`config.mk`:
```
export PLATFORM = sky130hd
export DESIGN_NAME = ins_log_write_scheduler
export DESIGN_NICKNAME = d
export VERILOG_FILES = /design/src/rtl/ins_log_write_scheduler.sv
export SDC_FILE = /design/constraint.sdc
export NUM_CORES = 1
export LEC_CHECK = 0
export ABC_CLOCK_PERIOD_IN_PS = 3500
export CAP_MARGIN = 30
export CELL_PAD_IN_SITES_DETAIL_PLACEMENT = 0
export CELL_PAD_IN_SITES_GLOBAL_PLACEMENT = 1
export CORE_ASPECT_RATIO = 1.75
export CORE_UTILIZATION = 46
export DETAILED_ROUTE_END_ITERATION = 10
export GPL_ROUTABILITY_DRIVEN = 1
export PLACE_DENSITY_LB_ADDON = 0.1
export RECOVER_POWER = 25
export SLEW_MARGIN = 20
export SYNTH_ARGS = -nofsm -noshare
export SYNTH_HDL_FRONTEND = slang
export SYNTH_SLANG_ARGS = --single-unit
```
`constraint.sdc`:
```
create_clock -name CLK -period 3.5 [get_ports CLK]
set_clock_uncertainty 0.2 [all_clocks]
set_input_delay 0.525 -clock CLK [delete_from_list [all_inputs] [get_ports CLK]]
set_output_delay 0.525 -clock CLK [all_outputs]
set_load 0.02 [all_outputs]
```
`src/rtl/ins_log_write_scheduler.sv`:
```
// ins_log_write_scheduler
//   Schedules every write into the graphic instruction memory of the
//   instruction display path. Each change of the fetched instruction word is
//   queued in a small FIFO. Queued words drain into consecutive memory slots,
//   one per cycle, and only during VGA blanking, so the character renderer
//   never reads a slot while it is being written. A full-memory clear runs
//   after reset and on request.
//
// Ports
//   CLK       system clock, rising edge
//   RST       synchronous active-high reset
//   SYS_X     current VGA pixel column
//   SYS_Y     current VGA pixel row
//   INS       currently fetched instruction word
//   CLR       one-cycle request to clear the log (ignored while clearing)
//   MEM_WE    registered memory write enable
//   MEM_ADDR  registered memory write address
//   MEM_DATA  registered memory write data
//   BUSY      high while the clear sequence runs
//   OVF       sticky FIFO overflow flag
//   LEVEL     FIFO occupancy
module ins_log_write_scheduler #(
  parameter int DEPTH  = 4,
  parameter int ADDR_W = 6,
  parameter int H_VIS  = 640,
  parameter int V_VIS  = 480
) (
  input  logic                       CLK,
  input  logic                       RST,
  input  logic [9:0]                 SYS_X,
  input  logic [9:0]                 SYS_Y,
  input  logic [31:0]                INS,
  input  logic                       CLR,
  output logic                       MEM_WE,
  output logic [ADDR_W-1:0]          MEM_ADDR,
  output logic [31:0]                MEM_DATA,
  output logic                       BUSY,
  output logic                       OVF,
  output logic [$clog2(DEPTH):0]     LEVEL
);

  localparam int PTR_W = $clog2(DEPTH);
  localparam int LVL_W = PTR_W + 1;
  localparam logic [9:0]        H_VIS_L   = 10'(H_VIS);
  localparam logic [9:0]        V_VIS_L   = 10'(V_VIS);
  localparam logic [ADDR_W-1:0] LAST_SLOT = '1;
  localparam logic [LVL_W-1:0]  FULL_LVL  = LVL_W'(DEPTH);

  typedef enum logic {S_CLEAR, S_IDLE} state_t;

  state_t              state_q, state_d;
  logic [ADDR_W-1:0]   clr_cnt_q, clr_cnt_d;
  logic [ADDR_W-1:0]   wr_ptr_q, wr_ptr_d;
  logic [31:0]         last_ins_q;
  logic [31:0]         fifo_q [DEPTH];
  logic [PTR_W-1:0]    fwp_q, frp_q;
  logic [LVL_W-1:0]    level_q, level_d;
  logic                ovf_q;
  logic                busy_q;
  logic                mem_we_q, mem_we_d;
  logic [ADDR_W-1:0]   mem_addr_q, mem_addr_d;
  logic [31:0]         mem_data_q, mem_data_d;

  logic blank, push, full, empty, clr_go, pop, push_ok, ovf_set;

  assign blank  = (SYS_X >= H_VIS_L) || (SYS_Y >= V_VIS_L);
  assign push   = (INS != last_ins_q);
  assign full   = (level_q == FULL_LVL);
  assign empty  = (level_q == '0);
  assign clr_go = CLR && (state_q == S_IDLE);
  // A clear request wins over a drain at the same edge.
  assign pop    = (state_q == S_IDLE) && blank && !empty && !clr_go;
  // A full FIFO still accepts a word when the head leaves at the same edge.
  assign push_ok = push && (!full || pop);
  assign ovf_set = push && full && !pop;

  // State register
  always_ff @(posedge CLK) begin
    if (RST) state_q <= S_CLEAR;
    else     state_q <= state_d;
  end

  // Next-state logic
  always_comb begin
    state_d = state_q;
    case (state_q)
      S_CLEAR: if (blank && (clr_cnt_q == LAST_SLOT)) state_d = S_IDLE;
      S_IDLE:  if (CLR) state_d = S_CLEAR;
      default: state_d = S_CLEAR;
    endcase
  end

  // Output / datapath next-state logic
  always_comb begin
    mem_we_d   = 1'b0;
    mem_addr_d = mem_addr_q;
    mem_data_d = mem_data_q;
    clr_cnt_d  = clr_cnt_q;
    wr_ptr_d   = wr_ptr_q;
    case (state_q)
      S_CLEAR: begin
        if (blank) begin
          mem_we_d   = 1'b1;
          mem_addr_d = clr_cnt_q;
          mem_data_d = '0;
          clr_cnt_d  = clr_cnt_q + 1'b1;
          if (clr_cnt_q == LAST_SLOT) wr_ptr_d = '0;
        end
      end
      S_IDLE: begin
        if (clr_go) begin
          clr_cnt_d = '0;
        end else if (pop) begin
          mem_we_d   = 1'b1;
          mem_addr_d = wr_ptr_q;
          mem_data_d = fifo_q[frp_q];
          // Wraps silently; oldest slots are overwritten.
          wr_ptr_d   = wr_ptr_q + 1'b1;
        end
      end
      default: ;
    endcase
  end

  always_comb begin
    level_d = level_q;
    case ({push_ok, pop})
      2'b10:   level_d = level_q + 1'b1;
      2'b01:   level_d = level_q - 1'b1;
      default: level_d = level_q;
    endcase
  end

  // Control and output registers
  always_ff @(posedge CLK) begin
    if (RST) begin
      clr_cnt_q  <= '0;
      wr_ptr_q   <= '0;
      last_ins_q <= '0;
      fwp_q      <= '0;
      frp_q      <= '0;
      level_q    <= '0;
      ovf_q      <= 1'b0;
      busy_q     <= 1'b1;
      mem_we_q   <= 1'b0;
      mem_addr_q <= '0;
      mem_data_q <= '0;
    end else begin
      clr_cnt_q  <= clr_cnt_d;
      wr_ptr_q   <= wr_ptr_d;
      last_ins_q <= INS;
      level_q    <= level_d;
      busy_q     <= (state_d == S_CLEAR);
      mem_we_q   <= mem_we_d;
      mem_addr_q <= mem_addr_d;
      mem_data_q <= mem_data_d;
      if (push_ok) fwp_q <= fwp_q + 1'b1;
      if (pop)     frp_q <= frp_q + 1'b1;
      // A dropped word at the clear edge still leaves the flag set.
      if (ovf_set)     ovf_q <= 1'b1;
      else if (clr_go) ovf_q <= 1'b0;
    end
  end

  // FIFO storage carries data only and needs no reset
  always_ff @(posedge CLK) begin
    if (push_ok) fifo_q[fwp_q] <= INS;
  end

  assign MEM_WE   = mem_we_q;
  assign MEM_ADDR = mem_addr_q;
  assign MEM_DATA = mem_data_q;
  assign BUSY     = busy_q;
  assign OVF      = ovf_q;
  assign LEVEL    = level_q;

endmodule

```
Word level (Yosys, flattened, before mapping)
Memories as Yosys holds them, arrays and structs flattened. A register that Yosys moved wholly into a read port is not among the register bits.
Index checks and enable logic that the tools add are counted.

storage, ports and cells
  output and inout port bits = 44
  memories kept = 1
  bits in writable memories = 128
  flip-flop bits (word level) = 93

memory list
  name    depth  width  rd ports  clocked after Yosys merged registers in  wr ports  RTL line  text
  fifo_q  4      32     1         1                                        1         55        logic [31:0] fifo_q [DEPTH];

operators by class
  eq/ne operators = 10
  mux-type cells = 30
  $add $sub $neg = 6
  order comparisons = 2
  bitwise operators = 2
  reductions and logical operators = 20

operator list
  operator                                                                               count
  32-bit two-way mux                                                                     3
  32-bit case mux with 2 select lines                                                    1
  6-bit two-way mux                                                                      9
  6-bit case mux with 2 select lines                                                     3
  32-bit != test                                                                         1
  6-bit by 1-bit adder with 6-bit output (second input constant)                         2
  10-bit greater-or-equal comparator (second input constant)                             1
  10-bit by 9-bit greater-or-equal comparator with 1-bit output (second input constant)  1
  1-bit two-way mux                                                                      9
  1-bit logical AND                                                                      8
  6-bit == test (second input constant)                                                  1
  2-bit != test (second input constant)                                                  3
  3-bit case mux with 2 select lines                                                     1
  2-bit by 1-bit adder with 2-bit output (second input constant)                         2
  1-bit logical NOT                                                                      4
  2-bit two-way mux                                                                      2
  2-bit by 1-bit != test with 1-bit output (second input constant)                       2
  1-bit case mux with 2 select lines                                                     2
  4-bit AND reduction                                                                    1
  2-bit nonzero test                                                                     2
  3-bit by 1-bit adder with 3-bit output (second input constant)                         1
  3-bit == test (second input constant)                                                  1
  3-bit logical NOT                                                                      1
  3-bit AND reduction                                                                    1
  other kinds (6)                                                                        8

Depth between registers and ports, before layout
  depth after elaboration = 9
  depth in mapped cells = 11
  gate-level depth less buffers = 11

Worst setup path before layout
Ideal clock, no wire load.

  kind = input port to flip-flop
  from = input port INS[28]
  to = register level_q[1] (netlist: LEVEL[1])
  slack = 506 ps
  data arrival time = 2720 ps
  stages on the path = 10
  setup time = 74 ps
  path through = xor2_1 -> nor4_1 -> nand4_1 -> or2_4 -> buf_6 -> or2_1 -> fa_1 -> or3_1 -> o2bb2ai_1 -> a31oi_1

between the ends
  cells in the longest elaborated chain, start to end = 4
  elaborated cells between the ends (all ways) = 6

ends and longest elaborated chain
  item                                                                              RTL line  text
  start, declared                                                                   32        input logic [31:0] INS,
  32-bit != test (*)                                                                67        assign push = (INS != last_ins_q);
  1-bit logical AND (*)                                                             74        assign push_ok = push && (!full || pop);
  2-bit by 1-bit == test with 1-bit output / 2-bit == test (equally long branches)  127       case ({push_ok, pop})
  3-bit case mux with 2 select lines / 2-bit nonzero test (equally long branches)   n/a
  end signal, assigned                                                              152       level_q <= level_d;
  end, declared                                                                     57        logic [LVL_W-1:0] level_q, level_d;

Every way passes the cells marked *; elsewhere a longest branch is shown, timed or not.
A chain may end at the register's enable or synchronous reset.

Worst setup path in the final report
  from = input port INS[31]
  to = register level_q[1] (netlist: LEVEL[1])

Same word-level chain as after synthesis.

==> insert_results.sql <==
INSERT INTO impl_metrics (metric_group, metric, value, unit) VALUES
('min_path', 'hold_path_startpoint', 'MEM_ADDR[3]', ''),
('global_route', 'grt-ovfl-total', '0', ''),
('worst_setup_path', 'worst_path_max_delay_cell', 'dlygate4sd3_1', ''),
('yosys', 'synth-edff-count', '128', ''),
('worst_setup_path', 'r2r_cells', '10', ''),
('cts', 'cts_max_path_buffers', '3', ''),
('cts', 'h-tree-depth', '1', ''),
('worst_setup_path', 'worstReg2RegEnd', 'LEVEL[1]', ''),
('cells_and_area', 'final.fill_count', '1422', ''),
('detailed_routing', 'routedWlPerCell', '19.5', 'um'),
('worst_setup_path', 'worstSetupPathType', 'input port to flop', ''),
('cells_and_area', 'finish.cell_count_without_fillers', '934', ''),
('place', 'placedCellCount', '897', ''),
('detailed_routing', 'routed-via-count', '4945', ''),
('min_path', 'hold_path_depth', '2', ''),
('yosys', 'synth_area', '8350', 'sq um'),
('worst_setup_path', 'cp_max_fo', '2', ''),
('cells_and_area', 'num_antenna_cells', '0', ''),
('yosys', 'asyncSetResetFlopFracSynth', '0', '%'),
('worst_setup_path', 'arrival', '3.52', 'ns'),
('timing', 'finalSetupViolCount', '0', ''),
('place', 'place_congestion', '0.762', ''),
('worst_setup_path', 'cpPeakStageDelay', '0.57', 'ns'),
('detailed_routing', 'detail_route.vias_per_cell', '5.29', ''),
('place', 'place.detailed.hpwl', '11700', 'um'),
('cts', 'clock-root-buffer', 'clkbuf_16', ''),
('cts', 'numClockSinks', '223', ''),
('detailed_routing', 'ant_nets', '0', ''),
('pwr', 'power-per-cell-area', '548', 'nW/um^2'),
('place', 'detailed_place.area', '9840', 'sq um'),
('yosys', 'synth_sequential_area_ratio', '68.8', '%'),
('cells_and_area', 'layout_cell_area_excl_fill', '10500', 'sq um'),
('global_route', 'global_route.usage.total', '19.9', '%'),
('worst_setup_path', 'cp_capture_type', 'flop', ''),
('timing', 'post-route-period-util', '94.7', '%'),
('cts', 'post_cts_repair_resize_count', '0', ''),
('floorplan', 'start_util', '47.4', '%'),
('global_route', 'via_count_of_the_first_global_routing_pass', '5315', ''),
('timing', 'rsz_0062_raised_after_global_routing', 'false', ''),
('timing', 'timing.final.crit_period', '3.31', 'ns'),
('floorplan', 'die-width', '104', 'um'),
('worst_setup_path', 'r2r_start', 'last_ins_q[31]', ''),
('detailed_routing', 'detail_route.drc_violations', '0', ''),
('cells_and_area', 'final_core_util', '59.7', '%'),
('cells_and_area', 'areaGrowthSynthToFinish', '26.0', '%'),
('status', 'status', 'completed', ''),
('cts', 'num_cts_buffers', '21', ''),
('cts', 'tritoncts', 'yes', ''),
('global_route', 'grt_start_max_net_pins', '34', ''),
('cts', 'clk-insertion-delay-late', '0.48', 'ns'),
('floorplan', 'die_area', '18700', 'sq um'),
('yosys', 'synth.ff_latch_count', '223', ''),
('detailed_routing', 'detailedRoute.firstPassIterationCount', '4', ''),
('min_path', 'timing.hold.worst.class', 'flop to flop', ''),
('cts', 'cts.hold.buffers_added', '0', ''),
('pwr', 'leak', '3.69', 'nW'),
('floorplan', 'ios', '99', ''),
('global_route', 'grt_antenna_before_repair', '0', ''),
('pwr', 'ir_drop_worst_vdd', '390', 'uV'),
('worst_setup_path', 'critical_path.startpoint_type', 'input port', ''),
('worst_setup_path', 'critical_path_required', '3.71', 'ns'),
('timing', 'highest_achievable_clock_rate', '0.302', 'GHz'),
('timing', 'worst_pin_slew', '0.774', 'ns'),
('timing', 'timing.max_slew.rel_slack', '48.3', '%'),
('place', 'number_of_buffers_added_on_ports', '86', ''),
('global_route', 'grt_first_pass_wirelength', '28600', 'um'),
('yosys', 'syn_inst', '559', ''),
('run', 'drv.max_cap_violation_count', '0', ''),
('yosys', 'dominantRegCellSynth', 'edfxtp_1', ''),
('cts', 'postCtsSetupBuffers', '0', ''),
('cts', 'clock_edge_transition_at_the_registers_on_the_reported_setup_and_hold_paths', '0.07', 'ns');
==> worst max-delay path by stage <==
stage / startpoint / endpoint / slack (ns) / cells past startpoint
6_report: INS[31] / LEVEL[1] / 0.19 / 11
5_1_grt: INS[25] / LEVEL[2] / 0.02 / 11
4_1_cts: INS[25] / LEVEL[1] / 0.13 / 11
3_5_place_dp: INS[25] / LEVEL[1] / -0.36 / 11
3_3_place_gp: INS[25] / LEVEL[1] / -0.31 / 11
2_1_floorplan: INS[28] / LEVEL[1] / 0.51 / 10
==> power breakdown <==
part	switching, mW	internal [mW]	total (mW)	leakage, nW
clock	0.950	1.44	2.40	0.352
combinational	0.220	0.178	0.398	1.36
sequential	0.0415	2.92	2.97	1.98
total	1.21	4.55	5.76	3.69
==> registers in the layout, summed over array words and instances, names as in the netlist, named ones only <==
| name | cells |
|---|---|
| BUSY | 1 |
| LEVEL | 3 |
| MEM_ADDR | 6 |
| MEM_DATA | 32 |
| MEM_WE | 1 |
| OVF | 1 |
| clr_cnt_q | 6 |
| fifo_q | 128 |
| frp_q | 2 |
| fwp_q | 2 |
| last_ins_q | 32 |
| state_q | 1 |
| wr_ptr_q | 6 |
==> cell families after synthesis <==
family	after synthesis	synth area share, %
compound gates	64	5.28
xor+xnor	40	4.20
fa+ha+maj	7	1.14
buf+inv	35	1.81
flops	223	68.8
mux	40	9.62
simple gates	150	9.13
==> cells in the mapped netlist, types with 2 or more instances <==
| master | n | area (sq um) |
|---|---|---|
| or2_2 | 2 | 12.5 |
| xnor2_1 | 3 | 26.3 |
| nor3_1 | 2 | 10.0 |
| clkbuf_1 | 17 | 63.8 |
| nand3b_1 | 2 | 15.0 |
| a21oi_1 | 11 | 55.1 |
| ha_1 | 6 | 75.1 |
| nor2b_1 | 36 | 225 |
| o21bai_1 | 2 | 15.0 |
| or2_1 | 2 | 12.5 |
| dfxtp_1 | 95 | 1900 |
| xor2_1 | 37 | 324 |
| a22oi_1 | 32 | 240 |
| o21ai_1 | 2 | 10.0 |
| edfxtp_1 | 128 | 3840 |
| inv_1 | 5 | 18.8 |
| nor4_1 | 8 | 50.1 |
| nor2_1 | 62 | 233 |
| nand4_1 | 5 | 31.3 |
| or3_1 | 3 | 18.8 |
| mux4_2 | 32 | 721 |
| buf_1 | 2 | 7.51 |
| buf_2 | 10 | 50.1 |
| o21ai_0 | 4 | 20.0 |
| mux2i_1 | 6 | 60.1 |
| nand2_1 | 9 | 33.8 |
| a211oi_1 | 8 | 60.1 |
| and3_1 | 8 | 50.1 |
| nand3_1 | 5 | 25.0 |
==> routing by layer <==
layer | global-route usage [%] | wire length (um) | part of all wire [%] | up-vias
met5 | 0 | 0 | 0 | -
met4 | 7.03 | 408 | 2.2 | 0
met3 | 2.78 | 819 | 4.5 | 28
met2 | 38.9 | 10200 | 56 | 121
met1 | 21.6 | 6720 | 37 | 2469
li1 | - | - | - | 2327
==> metrics by stage <==
stage,hold WS [ns],worst slack [ns]
after floorplan,0.254,0.506
after global placement,0.280,-0.308
after detailed placement,0.289,-0.362
after CTS,0.305,0.132
after global routing,0.322,0.0217
final,0.305,0.186
==> cells in the final DEF (no fill, tap or decap), types with 3 or more instances in the layout <==
master	n
mux2i_1	6
clkbuf_16	21
xor2_1	37
clkdlybuf4s50_1	61
dfxtp_1	94
nor2_1	61
bufinv_16	4
a211oi_1	8
a22oi_1	32
nand2_1	9
clkbuf_1	18
ha_1	6
nor2b_1	36
buf_12	7
mux4_2	32
dlygate4sd3_1	24
or3_1	3
inv_1	5
and3_1	8
a21oi_1	11
xnor2_1	3
buf_4	28
nor4_1	7
nand4_1	5
edfxtp_1	128
nand3_1	5
o21ai_0	4
==> final cells by class <==
type | instances | area, sq um | share of cell area (%)
timing repair buffer | 137 | 1270 | 12.0
clock inverter | 12 | 170 | 1.62
inverter | 5 | 18.8 | 0.178
sequential | 223 | 5750 | 54.6
tap | 231 | 289 | 2.75
clock buffer | 25 | 561 | 5.33
multi-input combinational | 301 | 2460 | 23.4
==> worst max-delay path, delay by kind of cell <==
kind	cells	cell delay (ns)
xor gates and xnor gates	1	0.17
AOI/OAI and AO/OA	2	0.30
and+or+nand+nor	5	1.34
adders and majority gates	1	0.44
buffers and inverters	2	0.75
Note: power is estimated with default switching activity, not from simulation.
